==> config.mk <==
export PLATFORM = sky130hd
export DESIGN_NAME = axis_fanout
export DESIGN_NICKNAME = d
export VERILOG_FILES = /design/src/rtl/axis_fanout.sv
export SDC_FILE = /design/constraint.sdc
export NUM_CORES = 1
export LEC_CHECK = 0
export CAP_MARGIN = 10
export CORE_ASPECT_RATIO = 0.9
export CORE_MARGIN = 2
export CORE_UTILIZATION = 36
export CTS_CLUSTER_SIZE = 14
export DETAILED_ROUTE_END_ITERATION = 8
export PLACE_DENSITY = 0.87
export SYNTH_ARGS = -nofsm -noshare
export SYNTH_HDL_FRONTEND = slang
export SYNTH_SLANG_ARGS = --single-unit
==> constraint.sdc <==
create_clock -name clk -period 2.3 [get_ports clk]
set_input_delay 0.69 -clock clk [delete_from_list [all_inputs] [get_ports clk]]
set_output_delay 0.69 -clock clk [all_outputs]
set_load 0.02 [all_outputs]
==> src/rtl/axis_fanout.sv <==
// One-register AXI-Stream broadcaster: each accepted beat is held until every
// channel selected by its destination mask has taken it.
module axis_fanout #(
    parameter int CHANNELS    = 4,
    parameter int DATA_WIDTH  = 16,
    parameter bit KEEP_ENABLE = (DATA_WIDTH > 8),
    parameter int KEEP_WIDTH  = (KEEP_ENABLE) ? ((DATA_WIDTH + 7) / 8) : 1,
    parameter bit LAST_ENABLE = 1'b1,
    parameter bit USER_ENABLE = 1'b0,
    parameter int USER_WIDTH  = (USER_ENABLE) ? 8 : 1
) (
    input  logic                           clk,
    input  logic                           rst,

    input  logic [DATA_WIDTH-1:0]          s_axis_tdata,
    input  logic [KEEP_WIDTH-1:0]          s_axis_tkeep,
    input  logic                           s_axis_tvalid,
    output logic                           s_axis_tready,
    input  logic                           s_axis_tlast,
    input  logic [USER_WIDTH-1:0]          s_axis_tuser,
    input  logic [CHANNELS-1:0]            s_axis_tmask,

    output logic [CHANNELS*DATA_WIDTH-1:0] m_axis_tdata,
    output logic [CHANNELS*KEEP_WIDTH-1:0] m_axis_tkeep,
    output logic [CHANNELS-1:0]            m_axis_tvalid,
    input  logic [CHANNELS-1:0]            m_axis_tready,
    output logic [CHANNELS-1:0]            m_axis_tlast,
    output logic [CHANNELS*USER_WIDTH-1:0] m_axis_tuser
);

    logic [CHANNELS-1:0]   pending_q, pending_d;
    logic [DATA_WIDTH-1:0] data_q, data_d;
    logic [KEEP_WIDTH-1:0] keep_q, keep_d;
    logic                  last_q, last_d;
    logic [USER_WIDTH-1:0] user_q, user_d;

    logic [CHANNELS-1:0]   stall;
    logic                  s_ready;
    logic                  accept;

    always_comb begin
        // Channels still owed the held beat after this cycle's handshakes.
        stall     = pending_q & ~m_axis_tready;
        s_ready   = rst & (stall == '0);
        accept    = s_axis_tvalid & s_ready;

        pending_d = stall;
        data_d    = data_q;
        keep_d    = keep_q;
        last_d    = last_q;
        user_d    = user_q;

        if (accept) begin
            // A new beat overrides this cycle's clears; a zero mask drops the beat.
            pending_d = s_axis_tmask;
            data_d    = s_axis_tdata;
            keep_d    = KEEP_ENABLE ? s_axis_tkeep : {KEEP_WIDTH{1'b1}};
            last_d    = LAST_ENABLE ? s_axis_tlast : 1'b0;
            user_d    = USER_ENABLE ? s_axis_tuser : '0;
        end
    end

    always_ff @(posedge clk or negedge rst) begin
        if (!rst) begin
            pending_q <= '0;
            data_q    <= '0;
            keep_q    <= '0;
            last_q    <= 1'b0;
            user_q    <= '0;
        end else begin
            pending_q <= pending_d;
            data_q    <= data_d;
            keep_q    <= keep_d;
            last_q    <= last_d;
            user_q    <= user_d;
        end
    end

    assign s_axis_tready = s_ready;
    assign m_axis_tvalid = pending_q;
    assign m_axis_tdata  = {CHANNELS{data_q}};
    assign m_axis_tkeep  = {CHANNELS{keep_q}};
    assign m_axis_tlast  = {CHANNELS{last_q}};
    assign m_axis_tuser  = {CHANNELS{user_q}};

endmodule

==> results of run 1 <==
## worst max path at each step
stage	end	cells after the start	from
after detailed placement	s_axis_tready	5	m_axis_tready[2]
after global placement	s_axis_tready	5	m_axis_tready[2]
after CTS	s_axis_tready	5	m_axis_tready[2]
after global routing	s_axis_tready	5	m_axis_tready[2]
after floorplan	s_axis_tready	3	m_axis_tready[0]
final	s_axis_tready	5	m_axis_tready[0]
## state kept, by name, indices dropped and copies added, names as in the netlist
signal,flops
keep_q,2
last_q,1
m_axis_tvalid,4
data_q,16
## area by class of cell
type	count	area, sq um	area share
multi-input cells	34	395	0.176
well taps	46	57.6	0.0257
clock buffers	4	45.0	0.0201
repair buffers	118	1170	0.521
flip-flops and latches	23	576	0.257
## cell usage in the layout (no fill, tap or decap), drive strengths merged
master and instances:
and3 1, and2 1, nor2b 4, conb 4, dfrtp 23, clkdlybuf4s50 105, dlygate4sd2 4, buf 9
nor4 1, clkbuf 4, mux2 19, a21o 4
## metal layers
metal,global-route usage,wire (um),vias up
met2,0.271,1800,51
met5,0,0,-
li1,-,-,436
met1,0.143,1150,456
met3,0.0174,168,4
met4,0.0684,48,0
## repair_timing
action                                  in CTS  in global routing
resized for setup                           13                  2
endpoints found under the setup margin       1                  1
buffers inserted                             0                  0
pin swaps                                    2                  1
## critical path, stage by stage
cell           delay [ps]
dlygate4sd2_1         220
nor2b_2                70
nor4_4                300
and2_4                190
buf_6                 110
## cells by family after synthesis
logic type,count (synthesis)
buf+inv,65
flops,23
mux,19
simple gates,7
compound gates,4
other cells,1
## where the power goes
part           leakage (nW)  internal (mW)  switching, mW  total [mW]
sequential            0.276          0.497          0.111       0.609
clock                0.0228          0.123          0.125       0.249
combinational         0.689          0.760          0.662        1.42
total                 0.989           1.38          0.898        2.28
## per-stage QoR
stage,utilization,setup WS [ps],setup TNS (ps)
2_1_floorplan,-,379,0
3_3_place_gp,0.577,-649,-3100
3_5_place_dp,0.577,-704,-3580
4_1_cts,0.590,39.8,0
5_1_grt,0.593,-30.0,-30.0
6_report,0.593,31.3,0
==> summary.txt, run 1 <==
STA
  • Final Hold Viols: 0
  • Part of the cycle the worst path needs: 0.986
  • Clk_skew: 3.28 ps
  • Final Max Tran Viols: 0
  • Min cycle time layout: 2270 ps
  • Fmax: 441 MHz
  • Hold Slack: 577 ps
  • Setup Viol. Count Final: 0

CTS
  • Hold-fix buffers, CTS: 0
  • CTS root buf: clkbuf_8
  • Clock transition at path regs: 80 ps
  • CTS buffer count: 3
  • CTS Sinks: 23
  • H-Tree Depth: 1
  • Clock buffer depth: 2
  • CTS tree: built
  • Clk Latency, worst-skew pair: 260 ps

Drt
  • DRC viols: 0
  • DR vias: 947
  • Mean routed wirelength per cell: 14.1 um
  • Final WL: 3170 um
  • First-pass DRT Iterations: 2
  • Final ANT Viol Nets: 0
  • Drt via density: 4.21
  • DRT iter0 DRCs: 11

Setup path
  • Crit. End Element: primary output
  • R2r setup slk: 500 ps
  • Worst R2R Start: m_axis_tvalid[0]
  • Worst R2R End: keep_q[1]
  • Arrival @ worst endpoint: 1580 ps
  • Crit path max fanout: 2
  • Register-to-Register Path Depth: 5
  • Crit Path Class: in -> out
  • Crit path launch type: primary input
  • Req. time, crit path: 1610 ps

Final layout
  • Nets: 211
  • Area grow syn2layout: 54.4%
  • Cell area after layout: 2240 sq um
  • Fill cell count: 329
  • Ant diodes: 0
  • Share of layout cells above drive strength 1: 0.190
  • Final non-filler cell total: 225

Floorplan
  • I/O Pins: 116
  • Placement Rows: 21
  • Core area: 3780 sq um
  • Die Footprint: 4560 sq um
  • Die height: 64.3 um
  • Die W: 71.0 um
  • Initial core utilization: 0.384

Placement
  • HPWL after DPL: 2450 um
  • IO Port Bufs: 110
  • Placed Area: 2180 sq um
  • Placed Cells: 221
  • Routability cong.: 0.780

Global route
  • Initial antenna violation count: 0
  • Vias in the first global route: 987
  • Total grt overflow: 0
  • First-pass GRT wire length: 4910 um
  • Largest net degree at the start of global routing: 25
  • GRT Total Usage: 0.139

Synth
  • Synth cell count leaders: buf_4 (62), dfrtp_1 (23), mux2_4 (16)
  • Mapped Area: 1450 sq um
  • Register area share after synthesis: 0.396
  • Mux share of post-synthesis cell area: 0.189
  • Cell with the most instances after synthesis: buf_4
  • Share of the synthesized area in the top cell type: 0.396
  • Post-synth EDFFs: 0
  • Complex-gate fraction of the synthesized area: 0.0207
  • Ys Warns: 0
  • Yosys reg bits: 23
  • Largest family of logic cells by synthesized area: buffers and inverters
  • Post-Syn Instances: 119
  • Post-synthesis simple-gate area fraction: 0.0396
  • Syn_area_per_cell: 12.2 sq um
  • Largest area contributor in the netlist: dfrtp_1
  • Xor and xnor area share after synthesis: 0
  • Primary FF master, synth: dfrtp_1
  • Adder-Cell Fraction of Synth Area: 0
  • Area contributors post-synth: dfrtp_1 (40%), buf_4 (32%), mux2_4 (17%)
  • Yosys cell types: 14
  • Fraction of registers with async set/reset: 1.00

Power and ir drop
  • Power per cell area: 1020 nW/um^2
  • Total power: 2.28 mW
  • Peak supply drop: 367 uV
  • Pleak: 0.989 nW

Min path
  • Worst hold path depth: 1
  • Worst Hold Endpoint: last_q
  • Hold path start: last_q
  • HP Class: reg -> reg

Run status
  • Status: finished clean

Flow run
  • Maxcap violations: 0
Power figures use the tool's default switching activity.
==> run 2, diff against run 1 <==
Settings changed: ABC_AREA set to 1, CAP_MARGIN 10 to unset, PLACE_DENSITY 0.87 to 0.86.
==> run 2 against run 1 <==
Compared with the run above: non-clock buffer count up 2; sequential cell count unchanged; clock power about the same; worst hold slack worse by 46 ps; die area up 2.4%; sequential power down 3.8%; critical path depth down 1; cell area up 1.8%; routed wire length up 15%; setup slack better by 30 ps; first-iteration DRC count up 110%; largest cell class unchanged.
==> summary.txt, run 2 <==
Synth
  • Area contributors post-synth: dfrtp_1 (39%), buf_4 (31%), nand2_1 (11%)
  • Largest family of logic cells by synthesized area: buffers and inverters
  • Xor and xnor area share after synthesis: 0
  • Adder-Cell Fraction of Synth Area: 0
  • Syn_area_per_cell: 8.56 sq um
  • Post-synthesis simple-gate area fraction: 0.254
  • Post-synth EDFFs: 0
  • Register area share after synthesis: 0.386
  • Fraction of registers with async set/reset: 1.00
  • Largest area contributor in the netlist: dfrtp_1
  • Post-Syn Instances: 174
  • Mapped Area: 1490 sq um
  • Share of the synthesized area in the top cell type: 0.386
  • Yosys cell types: 15
  • Primary FF master, synth: dfrtp_1
  • Ys Warns: 0
  • Yosys reg bits: 23
  • Complex-gate fraction of the synthesized area: 0
  • Cell with the most instances after synthesis: buf_4
  • Mux share of post-synthesis cell area: 0
  • Synth cell count leaders: buf_4 (62), nand2_1 (45), dfrtp_1 (23), nand4_1 (23)

Floorplan
  • Initial core utilization: 0.371
  • Die W: 71.8 um
  • Placement Rows: 22
  • I/O Pins: 116
  • Core area: 4020 sq um
  • Die Footprint: 4670 sq um
  • Die height: 65.0 um

Setup path
  • Crit path launch type: primary input
  • Worst R2R End: last_q
  • Req. time, crit path: 1610 ps
  • Instance count on the critical path: 4
  • Crit Path Class: in -> out
  • Arrival @ worst endpoint: 1550 ps
  • Critical Path Sink: s_axis_tready
  • Worst path max stage delay: 490 ps
  • Cell Chain, Critical Path: clkdlybuf4s50_1, nand2_2, nor3_2, buf_4
  • R2r setup slk: 860 ps
  • CP max-delay cell: clkdlybuf4s50_1
  • Crit path max fanout: 2
  • Register-to-Register Path Depth: 8
  • CP bufs+invs: 2
  • Crit. End Element: primary output
  • Worst setup path startpoint: rst
  • Worst R2R Start: m_axis_tvalid[3]
  • Family with the most delay on the worst path: buffers and inverters

STA
  • Fmax: 447 MHz
  • Clk_skew: 5.23 ps
  • Hold Slack: 531 ps
  • Setup Viol. Count Final: 0
  • Final Max Tran Viols: 0
  • Final Hold Viols: 0
  • Part of the cycle the worst path needs: 0.973
  • Min cycle time layout: 2240 ps
  • RSZ-0062 raised after global routing: false

CTS
  • Clk Latency, worst-skew pair: 260 ps
  • CTS buffer count: 3
  • CTS tree: built
  • Clock transition at path regs: 80 ps
  • H-Tree Depth: 1
  • CTS Sinks: 23
  • Clock buffer depth: 2
  • CTS root buf: clkbuf_8

Power and ir drop
  • Flop pwr share: 0.282
  • Int Power: 1.23 mW
  • Sw Pwr: 0.854 mW
  • Comb power frac: 0.600
  • Total power: 2.08 mW
  • Sw Share: 0.410
  • Power share of the clock group: 0.118
  • Pleak: 1.05 nW
  • Peak supply drop: 324 uV
  • Power per cell area: 911 nW/um^2

Global route
  • Initial antenna violation count: 0
  • First-pass GRT wire length: 5690 um
  • Largest net degree at the start of global routing: 24
  • GRT Total Usage: 0.156
  • Total grt overflow: 0
  • Vias in the first global route: 1,214

Min path
  • HP Class: reg -> reg
  • Hold path start: m_axis_tvalid[3]
  • Worst hold path depth: 2

Drt
  • DRC viols: 0
  • Drt via density: 4.55
  • DR vias: 1,270
  • Final WL: 3650 um
  • First-pass DRT Iterations: 4
  • Final ANT Viol Nets: 0
  • Mean routed wirelength per cell: 13.1 um
  • DRT iter0 DRCs: 23

Final layout
  • Commonest non-fill, non-tap cell in the layout: clkdlybuf4s50_1
  • Fill cell count: 375
  • Sequential Area: 576 sq um
  • Share of layout cells above drive strength 1: 0.0996
  • Nets: 263
  • Multi-input logic area: 404 sq um
  • Area grow syn2layout: 53.2%
  • Biggest register: data_q
  • Commonest cells after routing, fill and taps aside: clkdlybuf4s50_1 (105), nand2_1 (43), nand4_1 (23), dfrtp_1 (23), buf_4 (11)
  • Ant diodes: 0
  • Max FFs per register: 16
  • Final non-filler cell total: 279

Placement
  • Placed Cells: 274
  • IO Port Bufs: 110
  • Routability cong.: 0.717
  • HPWL after DPL: 2840 um

Run status
  • Status: finished clean

Flow run
  • Maxcap violations: 0
-- run 2: how the worst min path moves through the flow --
stage	end	slack [ps]
3_3_place_gp	m_axis_tvalid[0]	510
2_1_floorplan	data_q[0]	390
5_1_grt	m_axis_tvalid[3]	560
3_5_place_dp	m_axis_tvalid[2]	520
6_report	m_axis_tvalid[3]	530
4_1_cts	m_axis_tvalid[3]	540
-- run 2: layout make-up --
class	instances	area share
tap	48	0.0263
inverter	6	0.00986
multi-input combinational	78	0.177
clock buffer	4	0.0197
sequential	23	0.252
timing repair buffer	120	0.515
-- run 2: kinds of logic after synthesis --
group	count (synthesis)
simple gates	74
other cells	1
buf+inv	76
flops	23
-- run 2: metrics by stage --
stage	utilization	setup TNS, ps	worst slack (ps)	instance area [sq um]
after detailed placement	0.553	-500	-500	2220
after floorplan	-	0	239	1500
after global placement	0.553	-461	-461	2220
final	0.568	0	61.2	2280
after CTS	0.565	0	20.3	2270
after global routing	0.568	0	1.41	2280
-- run 2: metal layers --
layer  wire length, um  track usage
met2              1850        0.287
met1              1460        0.175
met5                 0            0
met3               324       0.0373
met4                23       0.0519
-- run 2: timing repair --
action	CTS	global route
hold buffers	0	0
endpoints found under the hold margin	0	0
pin swaps	2	1
endpoints found under the setup margin	1	1
buffers inserted	0	1
cloned	0	0
gates resized for setup	11	2
-- run 2: tightest hold or removal path, stage by stage, from the launching register on --
cell	delay [ps]
dfrtp_1	360
nand2_2	70
nand2_1	70
-- run 2: power by group through the flow --
stage | Clock (mW) | Sequential (mW) | Combinational [mW]
2_1_floorplan | 0 | 0.680 | 0.777
3_3_place_gp | 0 | 0.588 | 1.24
3_5_place_dp | 0 | 0.597 | 1.26
4_1_cts | 0.258 | 0.590 | 1.26
5_1_grt | 0.278 | 0.604 | 1.31
6_report | 0.246 | 0.586 | 1.25
